[config.mk]
export PLATFORM = sky130hd
export DESIGN_NAME = hdmi_capture_ctrl
export DESIGN_NICKNAME = d
export VERILOG_FILES = /design/src/rtl/jpeg_hdmi_pkg.sv /design/src/rtl/blk_stream_checker.sv /design/src/rtl/hdmi_capture_ctrl.sv
export SDC_FILE = /design/constraint.sdc
export NUM_CORES = 1
export LEC_CHECK = 0
export CAP_MARGIN = 20
export CORE_MARGIN = 1
export CORE_UTILIZATION = 30
export CTS_CLUSTER_SIZE = 30
export DETAILED_ROUTE_END_ITERATION = 10
export PLACE_DENSITY_LB_ADDON = 0.25
export REMOVE_ABC_BUFFERS = 1
export SLEW_MARGIN = 5
export SYNTH_ARGS = -nofsm -noshare
export SYNTH_HDL_FRONTEND = slang
export SYNTH_SLANG_ARGS = --single-unit
[constraint.sdc]
create_clock -name clk -period 2.9 [get_ports clk]
set_input_delay 0.58 -clock clk [delete_from_list [all_inputs] [get_ports clk]]
set_output_delay 0.58 -clock clk [all_outputs]
set_load 0.1 [all_outputs]
[src/rtl/jpeg_hdmi_pkg.sv]
// Shared types and frame geometry helpers for the HDMI-to-8x8-block capture path.
package jpeg_hdmi_pkg;

    localparam int BLOCK_SIZE = 8;

    typedef enum logic [1:0] {
        IDLE,
        ARMED,
        CAPTURE,
        DRAIN
    } cap_state_t;

    function automatic int blks_per_frame(input int x_res, input int y_res);
        return (x_res / BLOCK_SIZE) * (y_res / BLOCK_SIZE);
    endfunction

endpackage

[src/rtl/blk_stream_checker.sv]
// Tracks the converter's block beat stream: block nesting, per-frame block count,
// end-of-frame detection and framing/count error events.
module blk_stream_checker
    import jpeg_hdmi_pkg::*;
#(
    parameter int BLKS  = blks_per_frame(2160, 1200),
    parameter int CNT_W = $clog2(BLKS + 1)
) (
    input  logic             clk,
    input  logic             rst_n,
    input  logic             track,
    input  logic             arm,
    input  logic             blk_valid,
    input  logic             blk_sob,
    input  logic             blk_eob,
    input  logic             blk_sof,
    output logic [CNT_W-1:0] blk_cnt,
    output logic             in_block,
    output logic             blk_eof,
    output logic             proto_set,
    output logic             count_set
);

    localparam logic [CNT_W-1:0] LAST = CNT_W'(BLKS);

    logic upd;
    logic cnt_full;

    // While armed only the opening sof beat is taken so the frame starts counted.
    assign upd      = blk_valid & (track | (arm & blk_sof));
    assign cnt_full = (blk_cnt == LAST);
    assign blk_eof  = track & blk_valid & blk_eob & cnt_full;

    assign count_set = track & blk_valid &
                       ((blk_sof & (blk_cnt != '0) & !cnt_full) |
                        (blk_sob & !blk_sof & cnt_full));

    assign proto_set = track &
                       ((blk_valid & blk_sob & in_block) |
                        (blk_valid & blk_eob & !in_block & !blk_sob) |
                        (!blk_valid & in_block) |
                        (blk_valid & blk_sof & !blk_sob));

    always_ff @(posedge clk or negedge rst_n) begin
        if (!rst_n) begin
            in_block <= 1'b0;
            blk_cnt  <= '0;
        end else if (upd) begin
            if (blk_eob) begin
                in_block <= 1'b0;
            end else if (blk_sob) begin
                in_block <= 1'b1;
            end

            if (blk_eof) begin
                blk_cnt <= '0;
            end else if (blk_sof) begin
                blk_cnt <= CNT_W'(1);
            end else if (blk_sob && !cnt_full) begin
                blk_cnt <= blk_cnt + CNT_W'(1);
            end
        end
    end

endmodule

[src/rtl/hdmi_capture_ctrl.sv]
// Frame-level sequencer for the HDMI-to-8x8-block converter: command FSM, converter
// enable, arming timeout, frame counting and sticky error/status reporting.
module hdmi_capture_ctrl
    import jpeg_hdmi_pkg::*;
#(
    parameter int X_RES          = 2160,
    parameter int Y_RES          = 1200,
    parameter int TIMEOUT_FRAMES = 2,
    parameter int FRAME_CNT_W    = 16
) (
    input  logic                                             clk,
    input  logic                                             rst_n,
    input  logic                                             cmd_start,
    input  logic                                             cmd_single,
    input  logic                                             cmd_stop,
    input  logic                                             err_clr,
    input  logic                                             hdmi_v_sync,
    input  logic                                             blk_valid,
    input  logic                                             blk_sob,
    input  logic                                             blk_eob,
    input  logic                                             blk_sof,
    output logic                                             cap_en,
    output logic                                             blk_eof,
    output logic                                             frame_done,
    output logic                                             busy,
    output logic [FRAME_CNT_W-1:0]                           frame_cnt,
    output logic [$clog2(blks_per_frame(X_RES, Y_RES)+1)-1:0] blk_cnt,
    output logic                                             err_blk_count,
    output logic                                             err_proto,
    output logic                                             err_timeout
);

    localparam int BLKS  = blks_per_frame(X_RES, Y_RES);
    localparam int CNT_W = $clog2(BLKS + 1);
    localparam int TO_W  = $clog2(TIMEOUT_FRAMES + 2);
    localparam logic [TO_W-1:0] TO_LIMIT = TO_W'(TIMEOUT_FRAMES);
    localparam logic [TO_W-1:0] TO_MAX   = TO_W'(TIMEOUT_FRAMES + 1);

    cap_state_t      state, state_nxt;
    logic            single, single_nxt;
    logic            cap_en_nxt;
    logic            vs_q;
    logic            vs_fall;
    logic [TO_W-1:0] to_cnt;
    logic            timeout_set;
    logic            in_block;
    logic            proto_set;
    logic            count_set;

    assign vs_fall     = vs_q & !hdmi_v_sync;
    assign busy        = (state != IDLE);
    assign timeout_set = (state == ARMED) & vs_fall & (to_cnt == TO_LIMIT);

    blk_stream_checker #(
        .BLKS  (BLKS),
        .CNT_W (CNT_W)
    ) u_checker (
        .clk       (clk),
        .rst_n     (rst_n),
        .track     ((state == CAPTURE) || (state == DRAIN)),
        .arm       (state == ARMED),
        .blk_valid (blk_valid),
        .blk_sob   (blk_sob),
        .blk_eob   (blk_eob),
        .blk_sof   (blk_sof),
        .blk_cnt   (blk_cnt),
        .in_block  (in_block),
        .blk_eof   (blk_eof),
        .proto_set (proto_set),
        .count_set (count_set)
    );

    always_comb begin
        state_nxt  = state;
        single_nxt = single;
        unique case (state)
            IDLE: begin
                if (!cmd_stop && (cmd_start || cmd_single)) begin
                    state_nxt  = ARMED;
                    single_nxt = cmd_single;
                end
            end
            ARMED: begin
                if (cmd_stop) begin
                    state_nxt = IDLE;
                end else if (blk_valid && blk_sof) begin
                    state_nxt = CAPTURE;
                end
            end
            CAPTURE: begin
                // A stop landing on the last eob has nothing left to drain.
                if (blk_eof && (single || cmd_stop)) begin
                    state_nxt = IDLE;
                end else if (cmd_stop) begin
                    state_nxt = DRAIN;
                end
            end
            DRAIN: begin
                if (blk_eof || (vs_fall && !in_block && (blk_cnt == '0))) begin
                    state_nxt = IDLE;
                end
            end
            default: state_nxt = IDLE;
        endcase
        if (state_nxt == IDLE) begin
            single_nxt = 1'b0;
        end
        cap_en_nxt = (state_nxt == ARMED) || ((state_nxt == CAPTURE) && !single_nxt);
    end

    always_ff @(posedge clk or negedge rst_n) begin
        if (!rst_n) begin
            state  <= IDLE;
            single <= 1'b0;
            cap_en <= 1'b0;
            vs_q   <= 1'b0;
            to_cnt <= '0;
        end else begin
            state  <= state_nxt;
            single <= single_nxt;
            cap_en <= cap_en_nxt;
            vs_q   <= hdmi_v_sync;
            if (state != ARMED) begin
                to_cnt <= '0;
            end else if (vs_fall && (to_cnt != TO_MAX)) begin
                to_cnt <= to_cnt + TO_W'(1);
            end
        end
    end

    always_ff @(posedge clk or negedge rst_n) begin
        if (!rst_n) begin
            frame_cnt     <= '0;
            frame_done    <= 1'b0;
            err_blk_count <= 1'b0;
            err_proto     <= 1'b0;
            err_timeout   <= 1'b0;
        end else begin
            frame_done <= blk_eof;
            if (blk_eof) begin
                frame_cnt <= frame_cnt + FRAME_CNT_W'(1);
            end
            // A new error event wins over a simultaneous clear.
            err_blk_count <= count_set   | (err_blk_count & !err_clr);
            err_proto     <= proto_set   | (err_proto & !err_clr);
            err_timeout   <= timeout_set | (err_timeout & !err_clr);
        end
    end

endmodule

==> results of run 1 <==
## layout by cell type (no fill, tap or decap), types with 2 or more instances in the layout
cell type | synthesis | routed
nor2_1 | 12 | 12
or2_2 | 2 | 2
nand4_1 | 13 | 13
a21oi_1 | 12 | 12
xor2_1 | 5 | 5
and3_1 | 4 | 4
xnor2_1 | 10 | 10
a41oi_1 | 2 | 2
ha_1 | 5 | 5
and4_1 | 3 | 2
or3_1 | 4 | 4
dfrtp_1 | 44 | 44
clkdlybuf4s50_1 | 0 | 9
o41ai_1 | 2 | 2
nand2_1 | 28 | 28
buf_4 | 0 | 48
a31oi_1 | 5 | 5
nor4_1 | 6 | 6
nor3_1 | 7 | 7
a22o_1 | 2 | 2
o22ai_1 | 3 | 3
a221oi_1 | 2 | 2
clkbuf_8 | 0 | 5
a21o_1 | 8 | 8
nand2b_1 | 4 | 4
inv_1 | 14 | 14
nand3_1 | 13 | 13
o21ai_0 | 10 | 10
## per-layer routing
layer  share of wire, %  wire [um]
met2                 45       2820
met1                 48       3000
met4                2.8        174
met3                4.9        312
met5                  0          0
## cell type report
cell class	count	share of cell area (%)
clock inverters	3	1.50
multi-input cells	185	39.1
flip-flops and latches	44	35.8
well taps	102	4.15
inverters	15	1.83
clock buffers	5	2.24
repair buffers	59	15.4
## power breakdown
| part | internal [mW] | switching [mW] | total [mW] |
|---|---|---|---|
| clock network | 0.260 | 0.237 | 0.497 |
| registers | 0.679 | 0.0934 | 0.773 |
| logic | 0.223 | 0.580 | 0.803 |
## metrics by stage
step	TNS, ns	hold slack, ns	instances
after CTS	0	0.242	413
after detailed placement	0	0.470	405
after global placement	0	0.468	405
after global routing	0	0.255	413
after floorplan	-0.0170	0.284	244
final	0	0.221	413
## sequential cells by signal, indices dropped and copies added (netlist names)
| signal | flops |
|---|---|
| state | 2 |
| err_proto | 1 |
| vs_q | 1 |
| frame_cnt | 16 |
| err_timeout | 1 |
| frame_done | 1 |
| err_blk_count | 1 |
| u_checker.in_block | 1 |
| u_checker.blk_cnt | 16 |
| to_cnt | 2 |
| single | 1 |
| cap_en | 1 |
## cell families (layout without fill, tap and decap cells)
group                      Yosys count  in the layout  synth area share (%)
xor gates and xnor gates            15             15                  5.47
DFF                                 44             44                  45.9
AOI/OAI and AO/OA                   58             58                  16.4
adders and majority gates            5              5                  2.61
buffers and inverters               25             82                  4.07
and+or+nand+nor                    106            106                  25.1
muxes                                1              1                 0.417
## final timing paths
check,start,endpoint,slack [ns],cells after the start
worst max-delay path,u_checker.blk_cnt[0]$_DFFE_PN0P_,blk_eof,0.16,7
worst min-delay path,rst_n,u_checker.blk_cnt[14]$_DFFE_PN0P_,0.22,1
worst max register to register,u_checker.blk_cnt[0]$_DFFE_PN0P_,frame_cnt[15]$_DFFE_PN0N_,0.62,8
worst min register to register,frame_cnt[15]$_DFFE_PN0N_,frame_cnt[15]$_DFFE_PN0N_,0.48,1
max in group asynchronous,rst_n,vs_q$_DFF_PN0_,1.97,2
min in group clk,frame_cnt[15]$_DFFE_PN0N_,frame_cnt[15]$_DFFE_PN0N_,0.48,1
## worst max-delay path: stages (launching register included)
cell,delay (ns)
dfrtp_1,0.46
inv_1,0.13
ha_1,0.17
nor4b_4,0.21
and4_2,0.34
nand2_1,0.15
inv_2,0.20
buf_12,0.20
==> results.py, run 1 <==
metrics = {
    "outcome": {
        "status": "completed",
    },
    "cells_and_area": {
        "n_antenna_cell": 0,
        "stdcell_area_sq_um": 3080,
        "final-seq-area_sq_um": 1100,
        "synthToLayoutAreaGrowth_pct": 28.3,
        "combined_area_of_the_multi_input_logic_cells_sq_um": 1200,
        "num-fill-cells": 769,
        "layout.nets": 326,
        "final_layout_size_suffix_gt1_share_pct": 21.9,
        "fraction_of_the_core_area_covered_by_cells_at_the_end_of_the_flow_pct": 39.8,
    },
    "sta": {
        "setup_violations": 0,
        "timing_worst_slew_pin_value_ns": 0.698,
        "rsz_0062_raised_after_global_routing": "no",
        "period_minus_slack_ns": 2.74,
        "fin_ws_ns": 0.159,
        "layout_worst_path_cycle_share_pct": 94.5,
        "final_number_of_hold_violating_endpoints": 0,
        "fin_worst_skew_ns": 0.00564,
        "relSlewSlack_pct": 53.1,
        "achievable-frequency_ghz": 0.365,
        "final_max_slew_viol_count": 0,
    },
    "min_path": {
        "worstHoldPathType": "in2async",
    },
    "detailed_routing": {
        "vias_per_cell": 5.24,
        "first_iter_violations": 150,
        "ant_nets": 0,
        "post-route-drc-count": 0,
        "avgRoutedWirePerCell_um": 15.3,
        "drt_wl_total_um": 6300,
        "route.vias.total": 2166,
        "detailedRoute.firstPassIterationCount": 4,
    },
    "job": {
        "drv.max_cap_violation_count": 0,
    },
    "cts": {
        "cts_made_buffers": 5,
        "clk_latency_ns": 0.30,
        "level_count_of_the_clock_h_tree": 2,
        "cts_resized": 0,
        "cts_sinks": 44,
        "postCtsSetupRepairBufs": 0,
        "cts.path.max_buffers": 2,
        "clk_pin_slew_worst_paths_ns": 0.09,
        "cts_hold_buffers": 0,
        "cts_tree": "done",
        "ctsRootBufferMaster": "clkbuf_8",
    },
    "global_routing": {
        "first_global_vias": 1915,
        "grt-busiest-layer": "met1",
        "gr-usage-met3_pct": 3.10,
        "antenna_found_initial": 0,
        "first_pass_grt_wire_length_um": 10300,
        "use_met2_pct": 22.2,
        "grt_overflow": 0,
        "pin_count_of_the_biggest_net_entering_global_routing": 24,
        "globalRouteMet1Util_pct": 22.7,
        "global_route.usage.total_pct": 15.7,
    },
    "floorplanning": {
        "num_io_pins": 50,
        "die_area_sq_um": 8360,
        "die-width_um": 91.4,
        "std_cell_rows": 32,
        "die_height_um": 91.4,
        "placeableCoreArea_sq_um": 7730,
        "initial_utilization_pct": 31.1,
    },
    "synthesis": {
        "post-synth-top-area-fraction_pct": 45.9,
        "yosysWarnings": 0,
        "synth_edf_count": 0,
        "synthDominantAreaCellType": "dfrtp_1",
        "synth-main-ff-cell": "dfrtp_1",
        "synth.ff_latch_count": 44,
        "ys_top_cells_by_count": "dfrtp_1, nand2_1, inv_1",
        "synthDistinctLibCells": 52,
        "synth-async-reset-ratio_pct": 100,
        "synth_sequential_area_ratio_pct": 45.9,
        "total_standard_cell_area_after_synthesis_sq_um": 2400,
        "synth_cells": 254,
        "synthesized_area_per_cell_sq_um": 9.45,
        "yosysMostFrequentCell": "dfrtp_1",
        "netlist_top_cells_area": "dfrtp_1, nand2_1, xnor2_1",
    },
    "placed_design": {
        "preCtsSetupSlack_ns": 0.308,
        "placement.cell_area_sq_um": 2960,
        "placement.io_buffers": 49,
        "place_hpwl_um": 4660,
        "gp_congestion": 0.853,
    },
    "setup_path": {
        "worstSetupEndpointType": "primary output",
        "cp-start-kind": "flip-flop",
        "timing_worst_setup_path_type": "reg2out",
        "crit_required_ns": 2.32,
        "worstPathMaxFanout": 8,
        "crit_arrival_ns": 2.16,
    },
    "power": {
        "worst_ir_drop_vdd_uv": 451,
        "pwr_density_cell_nw_per_um2": 674,
        "p_total_mw": 2.07,
        "power_leakage_nw": 1.42,
    },
}
Note: power is estimated with default switching activity, not from simulation.
==> run 2, diff against run 1 <==
--- a/config.mk
+++ b/config.mk
@@ -7,7 +7,7 @@
 export LEC_CHECK = 0
 export CAP_MARGIN = 20
 export CORE_MARGIN = 1
-export CORE_UTILIZATION = 30
+export CORE_UTILIZATION = 51
 export CTS_CLUSTER_SIZE = 30
 export DETAILED_ROUTE_END_ITERATION = 10
 export PLACE_DENSITY_LB_ADDON = 0.25
==> constraint.sdc (replaced) <==
create_clock -name clk -period 2.9 [get_ports clk]
set_input_delay 0.87 -clock clk [delete_from_list [all_inputs] [get_ports clk]]
set_output_delay 0.87 -clock clk [all_outputs]
set_load 0.1 [all_outputs]
==> run 2 against run 1 <==
The run now ends with DRC left. Power shrank 0.26%. Global-route usage grew 11 points. Sequential power shrank 0.5%. First-iteration DRC count shrank 4.0%. Utilization grew 30 points. Flip-flop and latch count is the same. Clock skew grew 0.0054 ns. Critical path type is now in2out. Largest power group unchanged. Highest routed layer unchanged.
==> results.py, run 2 (same netlist as run 1, synthesis figures left out) <==
metrics = {
    "power": {
        "worst_ir_drop_vdd_uv": 567,
        "power_leakage_nw": 1.47,
        "switching_share_pct": 42.6,
        "power_frac_comb_pct": 39.0,
        "p_total_mw": 2.07,
        "power.net_switching_mw": 0.880,
        "internal_power_mw": 1.19,
        "seq_power_share_pct": 37.2,
        "pwr_density_cell_nw_per_um2": 669,
        "clockPowerShare_pct": 23.8,
    },
    "placed_design": {
        "gp_congestion": 0.993,
        "place_hpwl_um": 4530,
        "placement.io_buffers": 49,
    },
    "detailed_routing": {
        "route.vias.total": 2205,
        "ant_nets": 0,
        "post-route-drc-count": 6,
        "drt_wl_total_um": 6090,
        "first_iter_violations": 144,
        "detailedRoute.firstPassIterationCount": 7,
        "avgRoutedWirePerCell_um": 16.4,
        "vias_per_cell": 5.93,
    },
    "floorplanning": {
        "num_io_pins": 50,
        "initial_utilization_pct": 54.0,
        "die_area_sq_um": 4980,
        "die_height_um": 70.6,
        "placeableCoreArea_sq_um": 4440,
        "die-width_um": 70.6,
        "std_cell_rows": 24,
    },
    "global_routing": {
        "grt_overflow": 0,
        "first_global_vias": 2082,
        "first_pass_grt_wire_length_um": 10300,
        "pin_count_of_the_biggest_net_entering_global_routing": 22,
        "global_route.usage.total_pct": 26.8,
        "antenna_found_initial": 0,
    },
    "cts": {
        "cts_hold_buffers": 0,
        "clk_latency_ns": 0.30,
        "cts_sinks": 44,
        "cts.path.max_buffers": 2,
        "level_count_of_the_clock_h_tree": 2,
        "cts_tree": "done",
        "clk_pin_slew_worst_paths_ns": 0.09,
        "cts_made_buffers": 5,
        "postCtsSetupRepairBufs": 0,
        "ctsRootBufferMaster": "clkbuf_8",
    },
    "setup_path": {
        "timing.reg2reg.worst_path_depth": 8,
        "r2r_setup_slack_ns": 0.67,
        "worstPathMaxFanout": 2,
        "critical_path.top_delay_family": "buffers and inverters",
        "worstReg2RegEnd": "single$_DFF_PN0_",
        "timing_worst_setup_path_type": "in2out",
        "worst_path_largest_cell_delay_ns": 0.54,
        "crit_required_ns": 2.03,
        "cp-start-kind": "input port",
        "crit_arrival_ns": 1.94,
        "path_buf_inv": 3,
        "worstSetupEndpointType": "primary output",
        "reg2reg_from": "u_checker.blk_cnt[0]$_DFFE_PN0P_",
        "critical_path.slowest_cell": "clkdlybuf4s50_1",
        "critical_path.cell_chain": "clkdlybuf4s50_1, and3_1, nand2_1, inv_2, buf_12",
    },
    "min_path": {
        "hold_end": "frame_cnt[10]$_DFFE_PN0N_",
        "worstHoldPathType": "reg2reg",
        "worstHoldStart": "frame_cnt[10]$_DFFE_PN0N_",
        "hold_depth": 1,
    },
    "cells_and_area": {
        "mostFrequentLayoutCell": "buf_4",
        "layout.nets": 335,
        "largestRegisters": "frame_cnt x16, u_checker.blk_cnt x16",
        "final_cell_mix": "buf_4, dfrtp_1, nand2_1, inv_1",
        "synthToLayoutAreaGrowth_pct": 28.8,
        "final_layout_size_suffix_gt1_share_pct": 24.1,
        "num-fill-cells": 373,
        "n_antenna_cell": 0,
        "fraction_of_the_core_area_covered_by_cells_at_the_end_of_the_flow_pct": 69.5,
    },
    "sta": {
        "hold-worst-slack_ns": 0.492,
        "fin_worst_skew_ns": 0.0110,
        "final_max_slew_viol_count": 0,
        "achievable-frequency_ghz": 0.355,
        "setup_violations": 0,
        "timing_worst_slew_pin_value_ns": 0.696,
        "layout_worst_path_cycle_share_pct": 97.1,
        "final.setup.tns_ns": 0,
        "rsz_0062_raised_after_global_routing": "no",
        "relSlewSlack_pct": 53.2,
        "period_minus_slack_ns": 2.81,
        "final_number_of_hold_violating_endpoints": 0,
    },
    "outcome": {
        "violations": "DRC",
        "status": "complete, but fails checks",
    },
    "job": {
        "drv.max_cap_violation_count": 0,
    },
}
## run 2: changes by cell type in the layout (fill, tap and decap cells not counted)
cell,previous run,this run
clkbuf_8,5,6
inv_6,1,0
clkinvlp_4,1,0
and4_2,1,0
and4_4,0,1
buf_4,48,57
clkinv_4,0,1
## run 2: timing repair
item / CTS / global route
setup endpoints to repair: 0 / 1
hold endpoints to repair: 0 / 0
gates resized for setup: 0 / 2
## run 2: cell type report
| class | instances | area [sq um] | area share, % |
|---|---|---|---|
| timing repair buffer | 68 | 543 | 17.6 |
| clock inverter | 2 | 38.8 | 1.26 |
| inverter | 15 | 56.3 | 1.82 |
| tap | 52 | 65.1 | 2.11 |
| multi-input combinational | 185 | 1200 | 38.9 |
| clock buffer | 6 | 82.6 | 2.67 |
| sequential | 44 | 1100 | 35.6 |
## run 2: how the worst max path moves through the flow
stage / from / end / slack [ns] / cells past startpoint
floorplan: u_checker.blk_cnt[0]$_DFFE_PN0P_ / blk_eof / -0.31 / 6
global placement: blk_eob / blk_eof / 0.09 / 5
detailed placement: blk_eob / blk_eof / 0.09 / 5
CTS: u_checker.blk_cnt[0]$_DFFE_PN0P_ / blk_eof / 0.04 / 7
global route: u_checker.blk_cnt[0]$_DFFE_PN0P_ / blk_eof / 0.009 / 7
finish: blk_eob / blk_eof / 0.09 / 5
## run 2: power groups by stage
| stage | Clock, mW | Sequential [mW] | Combinational (mW) |
|---|---|---|---|
| after global routing | 0.523 | 0.781 | 0.863 |
| after CTS | 0.502 | 0.766 | 0.805 |
| after floorplan | 0 | 1.08 | 0.264 |
| after detailed placement | 0 | 0.776 | 0.804 |
| after global placement | 0 | 0.777 | 0.797 |
| final | 0.493 | 0.769 | 0.806 |
## run 2: routing by layer
| layer | track usage (%) | wire length (um) |
|---|---|---|
| met1 | 39.0 | 2890 |
| met2 | 40.0 | 2740 |
| met3 | 6.41 | 407 |
| met4 | 8.22 | 54 |
| met5 | 0 | 0 |
## run 2: through the flow
| step | cells | area (sq um) | setup WS (ns) |
|---|---|---|---|
| floorplan | 244 | 2360 | -0.307 |
| global placement | 364 | 2970 | 0.0923 |
| detailed placement | 364 | 2970 | 0.0885 |
| CTS | 372 | 3090 | 0.0368 |
| global route | 372 | 3090 | 0.00895 |
| finish | 372 | 3090 | 0.0853 |
